===== config.mk =====
export PLATFORM = sky130hd
export DESIGN_NAME = channel_in_acc_sched_flat
export DESIGN_NICKNAME = d
export VERILOG_FILES = /design/src/rtl/channel_in_acc_sched_if.sv /design/src/rtl/channel_in_acc_sched.sv /design/src/flat_wrapper.sv
export SDC_FILE = /design/constraint.sdc
export NUM_CORES = 1
export LEC_CHECK = 0
export ABC_CLOCK_PERIOD_IN_PS = 2900
export BUFFER_PORTS_ARGS = -buffer_cell sky130_fd_sc_hd__buf_2
export CAP_MARGIN = 10
export CELL_PAD_IN_SITES_DETAIL_PLACEMENT = 1
export CELL_PAD_IN_SITES_GLOBAL_PLACEMENT = 2
export CORE_ASPECT_RATIO = 1.4
export CORE_MARGIN = 2
export CORE_UTILIZATION = 34
export DETAILED_ROUTE_END_ITERATION = 12
export PLACE_DENSITY = 0.74
export REMOVE_ABC_BUFFERS = 1
export SLEW_MARGIN = 20
export SYNTH_ARGS = -nofsm -noshare
export SYNTH_HDL_FRONTEND = slang
export SYNTH_SLANG_ARGS = --single-unit

===== constraint.sdc =====
create_clock -name clk -period 2.9 [get_ports clk]
set_input_delay 0.145 -clock clk [delete_from_list [all_inputs] [get_ports clk]]
set_output_delay 0.145 -clock clk [all_outputs]
set_load 0.02 [all_outputs]

===== src/rtl/channel_in_acc_sched_if.sv =====
// rtl/channel_in_acc_sched_if.sv - handshake/config/status bundle for the channel-in accumulation sequencer
interface channel_in_acc_sched_if #(
   parameter int GROUP_W = 8,
   parameter int PIX_W   = 16
);
   logic               start;
   logic [GROUP_W-1:0] cfg_groups;
   logic [PIX_W-1:0]   cfg_pixels;
   logic               in_valid;
   logic               in_ready;
   logic               acc_first;
   logic               acc_last;
   logic               out_valid;
   logic               busy;
   logic               done;
   logic               err;

   modport master (
      output start, cfg_groups, cfg_pixels, in_valid,
      input  in_ready, acc_first, acc_last, out_valid, busy, done, err
   );

   modport slave (
      input  start, cfg_groups, cfg_pixels, in_valid,
      output in_ready, acc_first, acc_last, out_valid, busy, done, err
   );
endinterface


===== src/rtl/channel_in_acc_sched.sv =====
// rtl/channel_in_acc_sched.sv - channel-in accumulation sequencer: first/last controls and latency-matched out_valid
// Optional sticky protocol-error detection is built only when ACC_SCHED_ERR_EN is defined.
module channel_in_acc_sched #(
   parameter int LATENCY = 5,
   parameter int GROUP_W = 8,
   parameter int PIX_W   = 16
) (
   input  logic                  clk,
   input  logic                  rst_n,
   channel_in_acc_sched_if.slave io_acc
);
   localparam logic [1:0] S_IDLE  = 2'd0;
   localparam logic [1:0] S_RUN   = 2'd1;
   localparam logic [1:0] S_DRAIN = 2'd2;
   localparam logic [1:0] S_FIN   = 2'd3;

   localparam logic [GROUP_W-1:0] ONE_G = GROUP_W'(1);
   localparam logic [PIX_W-1:0]   ONE_P = PIX_W'(1);

   logic [1:0]         r_state;
   logic [GROUP_W-1:0] r_groups;
   logic [GROUP_W-1:0] r_g;
   logic [PIX_W-1:0]   r_pixels;
   logic [PIX_W-1:0]   r_p;
   logic [LATENCY-1:0] r_vsr;

   logic               w_start_ok;
   logic               w_accept;
   logic               w_grp_last;
   logic               w_acc_last;
   logic [LATENCY-1:0] w_vsr_next;
   logic [GROUP_W-1:0] w_groups_in;

   assign w_start_ok  = (r_state == S_IDLE) && io_acc.start;
   assign w_accept    = io_acc.in_valid && (r_state == S_RUN);
   assign w_grp_last  = (r_g == r_groups - ONE_G);
   assign w_acc_last  = w_accept && w_grp_last;
   assign w_groups_in = (io_acc.cfg_groups == '0) ? ONE_G : io_acc.cfg_groups;
   // DRAIN exits when the register would become empty, so FIN lands the cycle after the last out_valid
   assign w_vsr_next  = (r_vsr << 1) | LATENCY'(w_acc_last);

   always_ff @(posedge clk or negedge rst_n) begin
      if (!rst_n) begin
         r_state  <= S_IDLE;
         r_groups <= ONE_G;
         r_g      <= '0;
         r_pixels <= '0;
         r_p      <= '0;
         r_vsr    <= '0;
      end else begin
         r_vsr <= w_vsr_next;
         case (r_state)
            S_IDLE: begin
               if (io_acc.start) begin
                  r_groups <= w_groups_in;
                  r_pixels <= io_acc.cfg_pixels;
                  r_g      <= '0;
                  r_p      <= '0;
                  r_state  <= (io_acc.cfg_pixels == '0) ? S_FIN : S_RUN;
               end
            end
            S_RUN: begin
               if (w_accept) begin
                  if (w_grp_last) begin
                     r_g <= '0;
                     r_p <= r_p + ONE_P;
                     if (r_p == r_pixels - ONE_P) begin
                        r_state <= S_DRAIN;
                     end
                  end else begin
                     r_g <= r_g + ONE_G;
                  end
               end
            end
            S_DRAIN: begin
               if (w_vsr_next == '0) begin
                  r_state <= S_FIN;
               end
            end
            default: r_state <= S_IDLE;
         endcase
      end
   end

`ifdef ACC_SCHED_ERR_EN
   logic r_err;

   always_ff @(posedge clk or negedge rst_n) begin
      if (!rst_n) begin
         r_err <= 1'b0;
      end else if (w_start_ok) begin
         r_err <= 1'b0;
      end else if ((r_state != S_IDLE) && (r_state != S_RUN) && io_acc.in_valid) begin
         r_err <= 1'b1;
      end
   end

   assign io_acc.err = r_err;
`else
   assign io_acc.err = 1'b0;
`endif

   assign io_acc.in_ready  = (r_state == S_RUN);
   assign io_acc.acc_first = w_accept && (r_g == '0);
   assign io_acc.acc_last  = w_acc_last;
   assign io_acc.out_valid = r_vsr[LATENCY-1];
   assign io_acc.busy      = (r_state != S_IDLE);
   assign io_acc.done      = (r_state == S_FIN);
endmodule


===== src/flat_wrapper.sv =====
// flat-port wrapper written by rule: the top's interface ports become plain ports
module channel_in_acc_sched_flat 
#(
   parameter int LATENCY = 5,
   parameter int GROUP_W = 8,
   parameter int PIX_W   = 16
)
  (clk, rst_n, io_acc_start, io_acc_cfg_groups, io_acc_cfg_pixels, io_acc_in_valid, io_acc_in_ready, io_acc_acc_first, io_acc_acc_last, io_acc_out_valid, io_acc_busy, io_acc_done, io_acc_err);
  channel_in_acc_sched_if #(.GROUP_W(GROUP_W), .PIX_W(PIX_W)) io_acc_i ();
  input  logic clk;
  input  logic rst_n;
  input wire logic [$bits(io_acc_i.start)-1:0] io_acc_start;
  input wire logic [$bits(io_acc_i.cfg_groups)-1:0] io_acc_cfg_groups;
  input wire logic [$bits(io_acc_i.cfg_pixels)-1:0] io_acc_cfg_pixels;
  input wire logic [$bits(io_acc_i.in_valid)-1:0] io_acc_in_valid;
  output wire logic [$bits(io_acc_i.in_ready)-1:0] io_acc_in_ready;
  output wire logic [$bits(io_acc_i.acc_first)-1:0] io_acc_acc_first;
  output wire logic [$bits(io_acc_i.acc_last)-1:0] io_acc_acc_last;
  output wire logic [$bits(io_acc_i.out_valid)-1:0] io_acc_out_valid;
  output wire logic [$bits(io_acc_i.busy)-1:0] io_acc_busy;
  output wire logic [$bits(io_acc_i.done)-1:0] io_acc_done;
  output wire logic [$bits(io_acc_i.err)-1:0] io_acc_err;
  assign io_acc_i.start = io_acc_start;
  assign io_acc_i.cfg_groups = io_acc_cfg_groups;
  assign io_acc_i.cfg_pixels = io_acc_cfg_pixels;
  assign io_acc_i.in_valid = io_acc_in_valid;
  assign io_acc_in_ready = io_acc_i.in_ready;
  assign io_acc_acc_first = io_acc_i.acc_first;
  assign io_acc_acc_last = io_acc_i.acc_last;
  assign io_acc_out_valid = io_acc_i.out_valid;
  assign io_acc_busy = io_acc_i.busy;
  assign io_acc_done = io_acc_i.done;
  assign io_acc_err = io_acc_i.err;
  channel_in_acc_sched #(.LATENCY(LATENCY), .GROUP_W(GROUP_W), .PIX_W(PIX_W)) u_core (.clk(clk), .rst_n(rst_n), .io_acc(io_acc_i));
endmodule

==> tab_implementation.tex <==
\begin{tabular}{lr}
\hline
Metric & Value \\
\hline
\multicolumn{2}{l}{\textbf{STA}} \\
\quad Slew at the pin closest to its max-slew limit & 637.0 ps \\
\quad Worst slew slack as a fraction of its limit & 0.5714 \\
\quad Setup repair after global routing missed its margin & true \\
\quad Skew final & 9.961 ps \\
\quad Final number of max-transition violations & 0 \\
\quad Time the final worst path needs with I/O delays and setup & 2798 ps \\
\quad Slack of the critical path & 101.7 ps \\
\quad Maximum achievable frequency & approximately 0.36 GHz \\
\quad Number of setup violations in the final report & 0 \\
\quad Final hold vios & 0 \\
\quad Final setup TNS & 0 ps \\
\quad Portion of the clock cycle consumed by the worst path in the final layout & 0.9649 \\
\quad Hold\_ws & 79.08 ps \\
\multicolumn{2}{l}{\textbf{Clock tree}} \\
\quad Number of buffers on the longest clock path & 2 \\
\quad Clock Pin Slew Worst Setup and Hold Paths & 80 ps \\
\quad Number of clock sinks & 55 \\
\quad Cell chosen for the clock root & sky130\_fd\_sc\_hd\_\_clkbuf\_16 \\
\quad Latest clock arrival within the worst-skew pair & 300 ps \\
\quad CTS H-Tree Depth & 2 \\
\quad CTS tree & yes \\
\quad Number of CTS-inserted buffers & 5 \\
\multicolumn{2}{l}{\textbf{Finish}} \\
\quad Final net count & 441 \\
\quad Area Growth Syn to Fin & 21.34\% \\
\quad Cell area after layout & 4190 sq um \\
\quad Total of fill cells in the finished design & about 1.2k \\
\quad Fraction of layout cells with a size suffix above 1 & 0.2617 \\
\quad Core Util, Final & 0.4233 \\
\quad Diode count & 0 \\
\multicolumn{2}{l}{\textbf{Job}} \\
\quad Number of max-capacitance violations reported & 0 \\
\multicolumn{2}{l}{\textbf{Synthesis}} \\
\quad Synth cell types & 56 \\
\quad Cells after synthesis & 359 \\
\quad Flop and latch count out of synthesis & 55 \\
\quad Fraction of synthesis flops using an asynchronous set or reset pin & 1.000 \\
\quad Proportion of synthesized chip area in sequential cells & 0.3989 \\
\quad Mean instance size in the synthesized netlist & 9.619 sq um \\
\quad Primary FF master, synth & sky130\_fd\_sc\_hd\_\_dfrtp\_1 \\
\quad Yosys warning count & 0 \\
\quad Summed instance area of the synthesized netlist & about 3500 sq um \\
\quad Number of enable-type register cells in the synthesized netlist & 0 \\
\multicolumn{2}{l}{\textbf{Drt}} \\
\quad DR DRC count & 0 \\
\quad First-pass detailed-route iteration total & 4 \\
\quad Antenna violation net count after detailed routing & 0 \\
\quad Total via count in the routed design & 3003 \\
\quad Via/cell ratio & 5.561 \\
\quad Iteration-0 DRC count of the detailed router & 81 \\
\quad Final wirelength & roughly 10 mm \\
\quad Wirelength per Cell & 18.20 um \\
\multicolumn{2}{l}{\textbf{Floorplanning}} \\
\quad Die extent in y & 123.2 um \\
\quad Horizontal die dimension & between 80 and 90 um \\
\quad Initial core utilization & 0.3488 \\
\quad Area of the core & 9899 sq um \\
\quad Number of rows created at floorplan & 43 \\
\quad IO Pins & 35 \\
\quad Die outline area & 10990 sq um \\
\multicolumn{2}{l}{\textbf{Place}} \\
\quad Placer's final routability congestion estimate & 0.7819 \\
\quad Cell Area, Placed & 3879 sq um \\
\quad Placement-stage worst setup slack & 29.53 ps \\
\quad Quantity of I/O buffers inserted on ports & 33 \\
\quad Placed wire-length estimate & 7.395 mm \\
\multicolumn{2}{l}{\textbf{Critical path}} \\
\quad Top fanout value on the critical path & 24 \\
\quad Worst reg2reg path depth & 10 \\
\quad CP Class & reg -> out \\
\quad Arr. time, crit path & 2650 ps \\
\quad Worst setup SP type & flop \\
\quad R2R Path End & u\_core.r\_p[15] \\
\quad Req. time, crit path & 2760 ps \\
\quad Startpoint of the most critical register-to-register path & u\_core.r\_groups[0] \\
\quad R2R setup slack & 140 ps \\
\quad Worst Setup End Kind & output port \\
\multicolumn{2}{l}{\textbf{Hold path}} \\
\quad Launch instance of the worst min-delay path & io\_acc\_cfg\_pixels[5] \\
\quad Destination of the worst hold path & u\_core.r\_pixels[5] \\
\quad Cell depth of the worst min-delay path & 2 \\
\quad Path class of the lowest-slack min-delay path & in -> reg \\
\multicolumn{2}{l}{\textbf{Global routing}} \\
\quad Global-route wire length before repair & roughly 16 mm \\
\quad Total Routing Usage GR & 0.1924 \\
\quad Global route overflow & 0 \\
\quad Largest net degree at the start of global routing & 46 \\
\quad Vias in the first global route & between 3k and 4k \\
\quad Antenna violations before repair & 0 \\
\multicolumn{2}{l}{\textbf{Pwr}} \\
\quad Power per standard cell area & 908.6 nW/um\^{}2 \\
\quad Max VDD drop & between 0.3 and 0.4 mV \\
\quad Leak Pwr & 0.001667 uW \\
\multicolumn{2}{l}{\textbf{Outcome}} \\
\quad Run status & finished clean \\
\hline
\end{tabular}
==> cells in the mapped netlist, types with 2 or more instances <==
cell                         n  area [sq um]
sky130_fd_sc_hd__xor2_1      9         78.83
sky130_fd_sc_hd__o41ai_1     2         17.52
sky130_fd_sc_hd__inv_1      19         71.32
sky130_fd_sc_hd__or4_1       6         45.04
sky130_fd_sc_hd__nor3b_1     3         22.52
sky130_fd_sc_hd__a2111oi_2   4         60.06
sky130_fd_sc_hd__a2111oi_1   3         30.03
sky130_fd_sc_hd__nand2_1    13         48.80
sky130_fd_sc_hd__a31oi_1     2         12.51
sky130_fd_sc_hd__nand3b_1    4         30.03
sky130_fd_sc_hd__dfrtp_1    54          1351
sky130_fd_sc_hd__o21ai_0    13         65.06
sky130_fd_sc_hd__ha_1        9         112.6
sky130_fd_sc_hd__nand4_1    14         87.58
sky130_fd_sc_hd__clkbuf_1   14         52.55
sky130_fd_sc_hd__a211oi_1    4         30.03
sky130_fd_sc_hd__nor2_1     23         86.33
sky130_fd_sc_hd__mux2_2     23         259.0
sky130_fd_sc_hd__nand2b_1    2         12.51
sky130_fd_sc_hd__and3_1     10         62.56
sky130_fd_sc_hd__xnor2_1    31         271.5
sky130_fd_sc_hd__nand3_1    15         75.07
sky130_fd_sc_hd__a22oi_1     2         15.01
sky130_fd_sc_hd__nor4_1     11         68.82
sky130_fd_sc_hd__o211ai_1    3         22.52
sky130_fd_sc_hd__or3_1       4         25.02
sky130_fd_sc_hd__a21oi_1    14         70.07
sky130_fd_sc_hd__o21bai_1    2         15.01
sky130_fd_sc_hd__buf_1       2         7.510
sky130_fd_sc_hd__nor3_1     12         60.06
sky130_fd_sc_hd__o31ai_1     7         52.55
==> layout by cell type, fill, tap and decap left out, drive strengths merged, types with 2 or more instances in the layout <==
| cell type | instances |
|---|---|
| xor2 | 9 |
| a211oi | 5 |
| nor2 | 23 |
| a31oi | 2 |
| nor4 | 11 |
| a21oi | 14 |
| nand3 | 15 |
| o211ai | 4 |
| inv | 20 |
| ha | 9 |
| clkbuf | 5 |
| dfrtp | 54 |
| nor3b | 3 |
| nand4 | 14 |
| nand3b | 4 |
| and3 | 10 |
| buf | 55 |
| or3 | 4 |
| or4 | 6 |
| or3b | 2 |
| a31o | 2 |
| nand2 | 13 |
| mux2 | 23 |
| nand2b | 2 |
| o31ai | 7 |
| o21bai | 2 |
| a2111oi | 8 |
| xnor2 | 31 |
| o41ai | 2 |
| a22oi | 2 |
| nor3 | 12 |
| o21ai | 14 |
==> layer usage <==
layer / vias up / GRT usage / part of all wire / wire length [um]
met5: - / 0 / 0 / 0
met4: 0 / 0.06996 / 0.024 / 236
met3: 14 / 0.02603 / 0.022 / 212
met2: 37 / 0.3519 / 0.55 / 5369
met1: 1538 / 0.2238 / 0.41 / 4010
li1: 1414 / - / - / -
==> per-stage QoR <==
stage | std cells | total power [uW]
3_3_place_gp | 530 | 3044
2_1_floorplan | 341 | 2384
4_1_cts | 539 | 3752
3_5_place_dp | 530 | 3093
5_1_grt | 540 | 4095
6_report | 540 | 3807
==> registers in the layout (all words and copies together) (netlist names) <==
| register | flops |
|---|---|
| u_core.r_groups | 8 |
| u_core.r_vsr | 5 |
| u_core.r_p | 16 |
| u_core.r_state | 2 |
| u_core.r_g | 8 |
| u_core.r_pixels | 16 |
==> critical path: stages, from the launching register on <==
cell and delay, ps:
sky130_fd_sc_hd__dfstp_2 370, sky130_fd_sc_hd__inv_1 70, sky130_fd_sc_hd__ha_1 160, sky130_fd_sc_hd__or3b_4 390
sky130_fd_sc_hd__or4_4 490, sky130_fd_sc_hd__a211oi_2 240, sky130_fd_sc_hd__o211ai_2 130, sky130_fd_sc_hd__buf_12 190
sky130_fd_sc_hd__nor2_4 150, sky130_fd_sc_hd__buf_6 130
==> power by group <==
part           total (uW)  leakage (uW)  internal [uW]  switching (uW)
Combinational        1910      0.000887            818            1090
Sequential           1250      0.000708            987             268
Clock                 640     0.0000717            326             314
Total                3810       0.00167           2130            1680
==> kinds of logic (layout without fill, tap and decap cells) <==
family                     Yosys count  count (layout)  synth area share
other                                1               1          0.001086
adders and majority gates            9               9           0.03261
DFF                                 55              55            0.3989
buffers and inverters               37              83           0.04348
and+or+nand+nor                    124             124            0.1975
xor gates and xnor gates            40              40            0.1015
AOI/OAI and AO/OA                   70              70            0.1500
muxes                               23              23           0.07500
==> area by class of cell <==
type / count / area, sq um / area share
Timing Repair Buffer: 56 / 361.6 / 0.08629
Tap cell: 135 / 168.9 / 0.04031
Clock buffer: 5 / 125.1 / 0.02986
Clock inverter: 3 / 23.77 / 0.005673
Inverter: 19 / 71.32 / 0.01702
Sequential cell: 55 / 1379 / 0.3291
Multi-Input combinational cell: 267 / 2061 / 0.4918
==> how the worst max path moves through the flow <==
stage	start	end	cells past startpoint
2_1_floorplan	u_core.r_groups[0]	u_core.r_p[15]	9
3_3_place_gp	u_core.r_pixels[0]	u_core.r_state[1]	9
3_5_place_dp	u_core.r_pixels[0]	u_core.r_state[1]	10
4_1_cts	u_core.r_pixels[0]	u_core.r_state[1]	9
5_1_grt	u_core.r_pixels[0]	u_core.r_state[1]	8
6_report	u_core.r_groups[0]	io_acc_acc_last	9
==> what timing repair did <==
action / 4_1_cts / 5_1_grt
setup endpoints to repair: 2 / 12
hold buffers: 0 / 1
pin swaps: 1 / 3
setup buffers: 1 / 0
endpoints found under the hold margin: 0 / 43
gates resized for setup: 1 / 20
Note: power is estimated with default switching activity, not from simulation.
